**src/rtl/ipml_fifo_rr_arbiter_v1_0.sv**
```systemverilog
// ---------------------------------------------------------------------------
// ipml_fifo_rr_arbiter_v1_0
//
// Round-robin read scheduler draining N_PORT first-word-fall-through FIFO
// read ports into one registered valid/ready stream. A grant is held for a
// whole packet (PKT_MODE=1) or for up to MAX_BURST beats / until the source
// runs empty (PKT_MODE=0). Every output beat is tagged with its source port.
//
// Ports
//   clk        FIFO read clock
//   rst_n      asynchronous active-low reset
//   in_data    FIFO rd_data, port i at [i*W +: W]
//   in_vld     FIFO rd_vld per port
//   in_last    end-of-packet per port, qualified by in_vld
//   in_rd_en   pop strobe per port (combinational)
//   out_data   registered beat data
//   out_last   registered end-of-packet
//   out_port   source port of the current beat
//   out_vld    output beat valid
//   out_rdy    downstream accept
//   busy       high while a grant is held
// ---------------------------------------------------------------------------
module ipml_fifo_rr_arbiter_v1_0 #(
    parameter  int N_PORT    = 4,
    parameter  int W         = 32,
    parameter  int PKT_MODE  = 1,
    parameter  int MAX_BURST = 16,
    localparam int PW        = (N_PORT > 1) ? $clog2(N_PORT) : 1
) (
    input  logic                clk,
    input  logic                rst_n,
    input  logic [N_PORT*W-1:0] in_data,
    input  logic [N_PORT-1:0]   in_vld,
    input  logic [N_PORT-1:0]   in_last,
    output logic [N_PORT-1:0]   in_rd_en,
    output logic [W-1:0]        out_data,
    output logic                out_last,
    output logic [PW-1:0]       out_port,
    output logic                out_vld,
    input  logic                out_rdy,
    output logic                busy
);

    typedef enum logic [0:0] {
        ST_IDLE = 1'b0,
        ST_LOCK = 1'b1
    } state_t;

    state_t         r_state;
    state_t         w_state_nxt;
    logic [PW-1:0]  r_gnt;
    logic [PW-1:0]  w_gnt_nxt;
    logic [PW-1:0]  r_ptr;
    logic [PW-1:0]  w_ptr_nxt;
    logic [7:0]     r_beat_cnt;
    logic [7:0]     w_beat_cnt_nxt;

    logic [W-1:0]   r_out_data;
    logic           r_out_last;
    logic [PW-1:0]  r_out_port;
    logic           r_out_vld;

    logic [W-1:0]   w_port_data [N_PORT];
    logic [PW-1:0]  w_scan;
    logic [PW-1:0]  w_cand;
    logic           w_slice_ok;
    logic           w_pop;

    always_comb begin
        for (int i = 0; i < N_PORT; i++) begin
            w_port_data[i] = in_data[i*W +: W];
        end
    end

    // Round-robin scan: walking k downwards lets the smallest offset from
    // ptr+1 win, so no early exit is needed.
    always_comb begin
        // NOTE: every always_comb output gets a default first so no path leaves it unassigned (no latch).
        w_scan = '0;
        w_cand = '0;
        for (int k = N_PORT; k >= 1; k--) begin
            w_cand = PW'((int'(r_ptr) + k) % N_PORT);
            if (in_vld[w_cand]) begin
                w_scan = w_cand;
            end
        end
    end

    // The slice may be reloaded when it is empty or being drained this cycle.
    assign w_slice_ok = ~r_out_vld | out_rdy;
    assign w_pop      = (r_state == ST_LOCK) & in_vld[r_gnt] & w_slice_ok;

    // Only the granted port is ever popped; the reset of r_state keeps this
    // at zero while rst_n is low.
    always_comb begin
        in_rd_en = '0;
        if (w_pop) begin
            in_rd_en[r_gnt] = 1'b1;
        end
    end

    always_comb begin
        w_state_nxt    = r_state;
        w_gnt_nxt      = r_gnt;
        w_ptr_nxt      = r_ptr;
        w_beat_cnt_nxt = r_beat_cnt;
        case (r_state)
            ST_IDLE: begin
                if (|in_vld) begin
                    w_gnt_nxt      = w_scan;
                    w_beat_cnt_nxt = '0;
                    w_state_nxt    = ST_LOCK;
                end
            end
            ST_LOCK: begin
                if (PKT_MODE != 0) begin
                    // An empty source mid-packet simply waits; nothing else is served.
                    if (w_pop && in_last[r_gnt]) begin
                        w_ptr_nxt   = r_gnt;
                        w_state_nxt = ST_IDLE;
                    end
                end else begin
                    if (w_pop) begin
                        w_beat_cnt_nxt = r_beat_cnt + 8'd1;
                    end
                    if (!in_vld[r_gnt] ||
                        (w_pop && (r_beat_cnt == 8'(MAX_BURST - 1)))) begin
                        w_ptr_nxt   = r_gnt;
                        w_state_nxt = ST_IDLE;
                    end
                end
            end
            default: w_state_nxt = ST_IDLE;
        endcase
    end

    // NOTE: sequential state uses non-blocking assignments so all registers update together at the edge.
    always_ff @(posedge clk or negedge rst_n) begin
        if (!rst_n) begin
            r_state    <= ST_IDLE;
            r_gnt      <= '0;
            r_ptr      <= PW'(N_PORT - 1);
            r_beat_cnt <= '0;
        end else begin
            r_state    <= w_state_nxt;
            r_gnt      <= w_gnt_nxt;
            r_ptr      <= w_ptr_nxt;
            r_beat_cnt <= w_beat_cnt_nxt;
        end
    end

    // Output slice: loaded on every pop, emptied once accepted with no refill.
    // NOTE: the data registers are reset too, so outputs read as zero straight out of reset.
    always_ff @(posedge clk or negedge rst_n) begin
        if (!rst_n) begin
            r_out_data <= '0;
            r_out_last <= 1'b0;
            r_out_port <= '0;
            r_out_vld  <= 1'b0;
        end else if (w_pop) begin
            r_out_data <= w_port_data[r_gnt];
            r_out_last <= in_last[r_gnt];
            r_out_port <= r_gnt;
            r_out_vld  <= 1'b1;
        end else if (w_slice_ok) begin
            r_out_vld  <= 1'b0;
        end
    end

    assign out_data = r_out_data;
    assign out_last = r_out_last;
    assign out_port = r_out_port;
    assign out_vld  = r_out_vld;
    assign busy     = (r_state == ST_LOCK);

endmodule
```
**config.mk**
```make
export PLATFORM = sky130hd
export DESIGN_NAME = ipml_fifo_rr_arbiter_v1_0
export DESIGN_NICKNAME = d
export VERILOG_FILES = /design/src/rtl/ipml_fifo_rr_arbiter_v1_0.sv
export SDC_FILE = /design/constraint.sdc
export NUM_CORES = 1
export LEC_CHECK = 0
export ABC_AREA = 1
export BUFFER_PORTS_ARGS = -buffer_cell sky130_fd_sc_hd__buf_2
export CELL_PAD_IN_SITES_DETAIL_PLACEMENT = 0
export CELL_PAD_IN_SITES_GLOBAL_PLACEMENT = 2
export CORE_AREA = 2 2 151 94
export DETAILED_ROUTE_END_ITERATION = 16
export DIE_AREA = 0 0 153 96
export PLACE_DENSITY = 0.85
export RECOVER_POWER = 50
export SYNTH_ARGS = -nofsm -noshare
export SYNTH_HDL_FRONTEND = slang
export SYNTH_SLANG_ARGS = --single-unit
```
**constraint.sdc**
```tcl
create_clock -name clk -period 1.97 [get_ports clk]
set_input_delay 0.0985 -clock clk [delete_from_list [all_inputs] [get_ports clk]]
set_output_delay 0.0985 -clock clk [all_outputs]
set_load 0.02 [all_outputs]
```
### Word level (Yosys, flattened, before mapping)

Cells that the tools add are included.

| operators by class | value |
|---|---|
| add/subtract/negate cells | 4 |
| order comparisons | 7 |
| muxes and demuxes | 27 |
| bitwise gates (word level) | 6 |
| reduce and logical (&&, ||, !) cells | 6 |

Operators with widths:

| kind | number |
|---|---|
| binary-select mux 32 bit (select 2 bit) | 1 |
| two-way mux 32 bit | 2 |
| < comparator 2 x 3 -> 1 bit (second input constant) | 5 |
| binary-select mux 1 bit (select 2 bit) | 6 |
| two-way mux 1 bit | 11 |
| two-way mux 2 bit | 4 |
| adder 2 x 1 -> 2 bit (second input constant) | 2 |
| adder 2 bit (second input constant) | 2 |
| two-way mux 4 bit | 1 |
| AND reduction 2 bit | 2 |
| OR reduction 4 bit | 1 |
| greater-or-equal comparator 3 bit (second input constant) | 1 |
| NOT 2 -> 3 bit | 1 |
| AND 1 bit | 2 |
| demux 1 bit (select 2 bit) | 1 |
| greater-or-equal comparator 2 x 1 -> 1 bit (second input constant) | 1 |
| logical AND 1 bit | 2 |
| NOT 1 bit | 2 |
| one-hot mux 1 bit (2 select lines) | 1 |
| nonzero test 2 bit | 1 |
| OR 1 bit | 1 |

| word-level totals | value |
|---|---|
| flip-flop bits (word level) | 41 |
| input bits | 139 |
| output and inout bits | 41 |
| logic and storage cells | 57 |

### Logic depth before layout (Yosys ltp)

Gate-level depths: netlist of the first run.

| logic depth | value |
|---|---|
| word-level depth | 7 |
| mapped depth | 12 |
| gate-level depth less buffers | 11 |

### Worst setup path before layout of the first run

No wires, ideal clock.

| timing | value |
|---|---|
| path kind | reg2out |
| from | register r_gnt[1] |
| to | output port in_rd_en[1] |
| arrival time | 1514 ps |
| setup slack | 357 ps |
| stages on the path, launching flop included | 10 |
| cells stage by stage | dfrtp_1 -> buf_6 -> inv_4 -> nand2_1 -> o21ai_1 -> a21oi_2 -> nor2_4 -> nand2_4 -> buf_6 -> nor2_1 |

| between the ends | value |
|---|---|
| word-level cells in the longest chain between the ends | 5 |

Ends and longest elaborated chain:

| item | RTL line | RTL |
|---|---|---|
| start: declaration | 51 | `logic [PW-1:0] r_gnt;` |
| start signal: assignment | 146 | `r_gnt <= w_gnt_nxt;` |
| < comparator 2 x 3 -> 1 bit (implied by the code) (tied with other cells) | 98 | `in_rd_en[r_gnt] = 1'b1;` |
| logical AND 1 bit (implied by the code) or two-way mux 1 bit (tied branches) | - |  |
| two-way mux 1 bit (implied by the code) or AND 1 bit (tied branches) | 98, 91 |  |
| demux 1 bit (select 2 bit) or AND 1 bit (tied branches) | 98, 91 |  |
| two-way mux 4 bit (*) | 97 | `if (w_pop) begin` |
| end: declaration | 35 | `output logic [N_PORT-1:0] in_rd_en,` |

Every way passes the cells marked *; elsewhere a longest branch is shown, timed or not. The select of a mux whose other input is x is not followed.

### Final worst setup path of the first run

| timing | value |
|---|---|
| from | register r_gnt[1] |
| to | output port in_rd_en[0] |

The elaborated chain is that of the path after synthesis.

==> impl_metrics.ini, run 1 <==
[floorplan]
fp.dieH_um = 96
initial_core_util = 0.206
num_io_pins = 180
die_w_um = 153
rows = 33
die-area_um2 = 14700
coreArea_um2 = 13300

[detailed_routing]
postRouteAntennaNets = 0
totalWireLength_mm = 10.6
routedWlPerCell_um = 14.3
viasPerCell = 4.44
drc_errors = 0
vias = 3281
firstDrtPassIters = 4
drt_iter0_markers = 151

[cts]
clock_latency_ns = 0.28
ctsLongestPathBuffers = 2
cts_sinks = 41
path_clk_slew_ns = 0.06
htree_levels = 2
cts_tree = built
numCtsBuffers = 5
cts-root-buf = clkbuf_16

[power]
switchingPower_mw = 3.35
p_per_area_nw_per_um2 = 1640
p_int_mw = 3.14
switching_share = 0.516
power_leakage_nw = 2.07
power_mw = 6.50
comb_power_share = 0.645
irDropWorstVdd_uv = 435
p_clk_frac = 0.121
power_frac_seq = 0.234

[yosys]
syn-cell-area_um2 = 2740
synth_xor_area_frac = 0
synth_compound_area_frac = 0.171
synth_top_family_by_area = simple AND/OR/NAND/NOR gates
ys_types = 25
synthMuxAreaShare = 0
syn_area_per_cell_um2 = 7.11
ys_seq_area_frac = 0.375
syn-num-nets = 525
yosys.area.top_type = dfrtp_1
yosys.area_share.adder = 0
yosys_register_bits = 41
synth_top_area_frac = 0.356
syn_inst = 386
synth_area_leaders = dfrtp_1 36%, nand2_1 21%, nand3_1 13%, o21ai_2 9.6%, a21oi_1 6.0%
yosysWarnings = 0
synth-simple-area-share = 0.377

[sta]
holdWs_ns = 0.0958
drv_slew = 0
fmax_ghz = 0.544
final.period_utilization = 0.933
maxSlewHeadroom = 0.278
tightest_slew_ns = 1.08
setup_viol = 0
fin_skew_ns = 0.00341
fin_crit_ns = 1.84
finalHoldViolations = 0

[grt]
first_global_vias = 3070
grt_use_total = 0.138
grt_max_degree = 42
antenna_found_initial = 0
overflow = 0
grt_pass1_wl_mm = 15.8

[run_status]
outcome = finished clean

[placement]
portBuffers = 179
dpl.hpwl_mm = 7.98
place_congestion = 0.795

[cells_and_area]
nets = 702
drive_gt1_frac = 0.399
areaGrowthSynthToFinish_pct = 44.8
antennaDiodeCount = 0

[critical_path]
r2r_cells = 8
critPathKind = reg -> out
critPathRequiredTime_ns = 1.87
cp_max_fo = 13
endpoint_kind = output pin
worstPathArrival_ns = 1.74
start_kind = flip-flop

[min_path]
hp-class = in -> reg
min_path_cells = 3

[flow_run]
drv_cap = 0
what timing repair did:
action,CTS,global route
setup buffers,0,3
hold endpoints to repair,39,0
pin swaps,0,1
cloned,0,1
gates resized for setup,1,1
setup endpoints to repair,4,4
hold buffers,1,0
registers in the layout, indices dropped and copies added (netlist names):
name / cells
out_port: 2
out_vld: 1
busy: 1
out_data: 32
r_ptr: 2
r_gnt: 2
out_last: 1
metrics by stage:
stage / area, µm² / setup slack (ns) / setup TNS, ns / utilization / instances
floorplan: 2740 / 0.357 / 0 / - / 386
global placement: 3810 / 0.237 / 0 / 0.286 / 726
detailed placement: 3810 / 0.228 / 0 / 0.286 / 726
CTS: 3970 / 0.00901 / 0 / 0.298 / 735
global route: 3970 / -0.00468 / -0.00468 / 0.298 / 739
finish: 3970 / 0.133 / 0 / 0.298 / 739
area by class of cell:
cell class / count / area, µm²
well taps: 175 / 219
multi-input cells: 309 / 1530
repair buffers: 195 / 1010
fillers: 1495 / 9360
inverters: 11 / 43.8
clock buffers: 6 / 129
clock inverters: 2 / 10.0
flip-flops and latches: 41 / 1030
cell families (layout without fill, tap and decap cells):
family,after synthesis,after routing
and+or+nand+nor,238,239
DFF,41,41
AOI/OAI and AO/OA,70,70
buffers and inverters,37,214
power by group through the flow:
stage,registers [mW],clock network [mW],logic [mW]
finish,1.52,0.789,4.19
global route,1.57,0.871,4.68
CTS,1.53,0.843,4.17
detailed placement,1.54,0,4.14
global placement,1.52,0,4.12
floorplan,1.87,0,2.63
layout by cell type, fill, tap and decap left out, types with 2 or more instances in the layout:
cell type	synthesis	final
nor2_1	3	3
clkbuf_16	0	5
clkbuf_2	0	2
o21ai_2	30	30
buf_2	6	157
a21oi_1	33	33
nand3_1	71	71
nor3_2	2	2
clkbuf_1	9	22
dfrtp_1	39	38
nand2_1	153	153
nor2_4	2	3
inv_1	7	7
inv_2	3	3
o21ai_1	5	5
buf_4	1	11
dfstp_2	2	2
clkinv_2	0	2
nand4_1	3	3
buf_12	0	2
cell usage after synthesis (all sizes together):
| master | instances |
|---|---|
| nand2 | 154 |
| nand3 | 71 |
| dfrtp | 39 |
| o21ai | 35 |
| a21oi | 34 |
| buf | 17 |
| inv | 11 |
| clkbuf | 9 |
| nor2 | 6 |
| nand4 | 3 |
| dfstp | 2 |
| nor3 | 2 |
| and2 | 1 |
| nand3b | 1 |
| o31ai | 1 |
routing by layer:
layer / global-route usage / share of wire
met2: 0.201 / 0.41
met3: 0.0473 / 0.097
met5: 0 / 0
met4: 0.0278 / 0.0070
met1: 0.196 / 0.48
critical path, stage by stage (launching register included):
cell and delay [ns]:
dfrtp_1 0.44, inv_4 0.08, nand2_1 0.06, o21ai_1 0.17, a21oi_2 0.06, nor2_4 0.18
nand2_8 0.13, nor3_2 0.13, clkbuf_4 0.20
path summary, 6_finish.rpt:
kind / startpoint / end / slack, ns
hold reg to reg: out_data[29]$_DFFE_PN0P_ / out_data[29]$_DFFE_PN0P_ / 0.48
hold / removal: in_data[76] / out_data[12]$_DFFE_PN0P_ / 0.1
setup / recovery: r_gnt[1]$_DFFE_PN0P_ / in_rd_en[0] / 0.13
max in group asynchronous: rst_n / r_gnt[0]$_DFFE_PN0P_ / 0.60
setup reg to reg: r_gnt[0]$_DFFE_PN0P_ / busy$_DFF_PN0_ / 0.24
min in group asynchronous: rst_n / out_data[4]$_DFFE_PN0P_ / 0.65
Power figures use the tool's default switching activity.
==> run 2, diff against run 1 <==
--- a/config.mk
+++ b/config.mk
@@ -9,10 +9,10 @@
 export BUFFER_PORTS_ARGS = -buffer_cell sky130_fd_sc_hd__buf_2
 export CELL_PAD_IN_SITES_DETAIL_PLACEMENT = 0
 export CELL_PAD_IN_SITES_GLOBAL_PLACEMENT = 2
-export CORE_AREA = 2 2 151 94
+export CORE_AREA = 2 2 159 99
 export DETAILED_ROUTE_END_ITERATION = 16
-export DIE_AREA = 0 0 153 96
-export PLACE_DENSITY = 0.85
+export DIE_AREA = 0 0 161 101
+export PLACE_DENSITY = 0.81
 export RECOVER_POWER = 50
 export SYNTH_ARGS = -nofsm -noshare
 export SYNTH_HDL_FRONTEND = slang
==> constraint.sdc (replaced) <==
create_clock -name clk -period 1.6 [get_ports clk]
set_input_delay 0.08 -clock clk [delete_from_list [all_inputs] [get_ports clk]]
set_output_delay 0.08 -clock clk [all_outputs]
set_load 0.02 [all_outputs]
==> run 2 against run 1 <==
The run now ends with setup timing left. Die area grew 11%. Sequential cell count did not move. Worst setup slack lost 0.22 ns. Wire length increased by 14%.
==> impl_metrics.ini, run 2 (synthesis results as in run 1) <==
[run_status]
outcome = complete, but fails checks
failed_checks = setup timing

[min_path]
holdPathEnd = out_data[10]$_DFFE_PN0P_
hp-class = in -> reg
hold_start = in_data[74]
min_path_cells = 3

[cts]
cts_tree = built
htree_levels = 2
numCtsBuffers = 5
path_clk_slew_ns = 0.07
clock_latency_ns = 0.29
cts_sinks = 41
cts-root-buf = clkbuf_16
ctsLongestPathBuffers = 2

[sta]
drv_slew = 0
holdWs_ns = 0.0691
fin_ws_ns = -0.0842
maxSlewHeadroom = 0.477
fin_skew_ns = 0.00863
fmax_ghz = 0.594
final.period_utilization = 1.05
fin_crit_ns = 1.68
rsz0062_at_grt = true
tightest_slew_ns = 0.784
finalHoldViolations = 0
setup_viol = 4

[floorplan]
initial_core_util = 0.184
fp.dieH_um = 101
num_io_pins = 180
rows = 35
die-area_um2 = 16300
coreArea_um2 = 14900
die_w_um = 161

[flow_run]
drv_cap = 0

[critical_path]
worstReg2RegStart = r_gnt[1]$_DFFE_PN0P_
endpoint_kind = output pin
startpoint = r_gnt[0]$_DFFE_PN0P_
timing.rr.end = busy$_DFF_PN0_
cp_max_fo = 12
r2r_slack_ns = 0.02
worstPathArrival_ns = 1.60
r2r_cells = 9
critPathRequiredTime_ns = 1.52
start_kind = flip-flop
critPathKind = reg -> out

[cells_and_area]
drive_gt1_frac = 0.528
layout_common_cells = 174 x buf_2, 142 x nand2_1, 64 x nand3_1, 37 x dfrtp_1, 33 x o21ai_2
nets = 729
fillerInstances = 1626
areaGrowthSynthToFinish_pct = 67.7
fin_util = 0.309
multiInputGateArea_um2 = 1660
largest_reg_flops = 32
seqCellArea_um2 = 1030
antennaDiodeCount = 0
layout_commonest_cell = buf_2

[detailed_routing]
vias = 3463
totalWireLength_mm = 12.1
postRouteAntennaNets = 0
drt_iter0_markers = 133
routedWlPerCell_um = 15.2
drc_errors = 0
viasPerCell = 4.36
firstDrtPassIters = 4

[power]
p_clk_frac = 0.113
irDropWorstVdd_uv = 692
switchingPower_mw = 4.62
p_per_area_nw_per_um2 = 2080
power_frac_seq = 0.196
power_leakage_nw = 2.40
comb_power_share = 0.691
p_int_mw = 4.95
switching_share = 0.483

[placement]
dpl.hpwl_mm = 8.58
place_congestion = 0.934
portBuffers = 179

[grt]
grt_max_degree = 37
overflow = 0
first_global_vias = 3265
grt_pass1_wl_mm = 16.6
grt_use_total = 0.130
antenna_found_initial = 0
-- run 2: cell count changes in the layout (fill, tap and decap cells not counted), sizes merged --
| cell | change |
|---|---|
| buf | +44 |
| clkbuf | -15 |
| clkinv | -1 |
| nand2 | -1 |
-- run 2: cell type report --
class,count,share of cell area
flip-flops and latches,41,0.224
clock inverters,1,0.00109
repair buffers,223,0.315
clock buffers,7,0.0332
inverters,11,0.0106
multi-input cells,308,0.361
well taps,203,0.0552
-- run 2: how the worst max path moves through the flow --
stage | endpoint | slack, ns
global placement | in_rd_en[0] | 0.06
detailed placement | out_data[25]$_DFFE_PN0P_ | 0.02
finish | in_rd_en[2] | -0.08
global route | in_rd_en[0] | -0.18
floorplan | in_rd_en[1] | 0.006
CTS | in_rd_en[0] | -0.08
-- run 2: repair_timing --
item | in CTS | in global routing
gates resized for setup | 24 | 30
endpoints found under the setup margin | 4 | 43
pin swaps | 4 | 1
hold endpoints to repair | 12 | 0
hold buffers | 1 | 0
setup buffers | 6 | 9
gates cloned | 0 | 7
-- run 2: worst max-delay path, cell delays in order, from the launching register on --
cell and delay (ns):
dfrtp_2 0.46, buf_4 0.16, buf_4 0.14, buf_4 0.19
nor3_4 0.22, buf_6 0.14
-- run 2: through the flow --
stage	cells	power (mW)	worst slack (ns)	setup TNS, ns	instance area [µm²]
floorplan	386	5.54	0.00556	0	2740
global placement	763	7.29	0.0615	0	3960
detailed placement	763	7.34	0.0181	0	3960
CTS	778	8.77	-0.0821	-0.298	4260
global route	794	10.4	-0.177	-1.91	4600
finish	794	9.57	-0.0842	-0.280	4600
-- run 2: routing by layer --
metal / track usage / part of all wire
met1: 0.171 / 0.48
met2: 0.213 / 0.43
met3: 0.0465 / 0.086
met4: 0.0192 / 0.0054
met5: 0 / 0
-- run 2: power by group through the flow --
stage	clock network, mW	registers (mW)	logic, mW
after floorplan	0	2.30	3.24
after global placement	0	1.88	5.41
after detailed placement	0	1.89	5.44
after CTS	1.13	1.88	5.76
after global routing	1.18	1.95	7.26
final	1.08	1.88	6.62
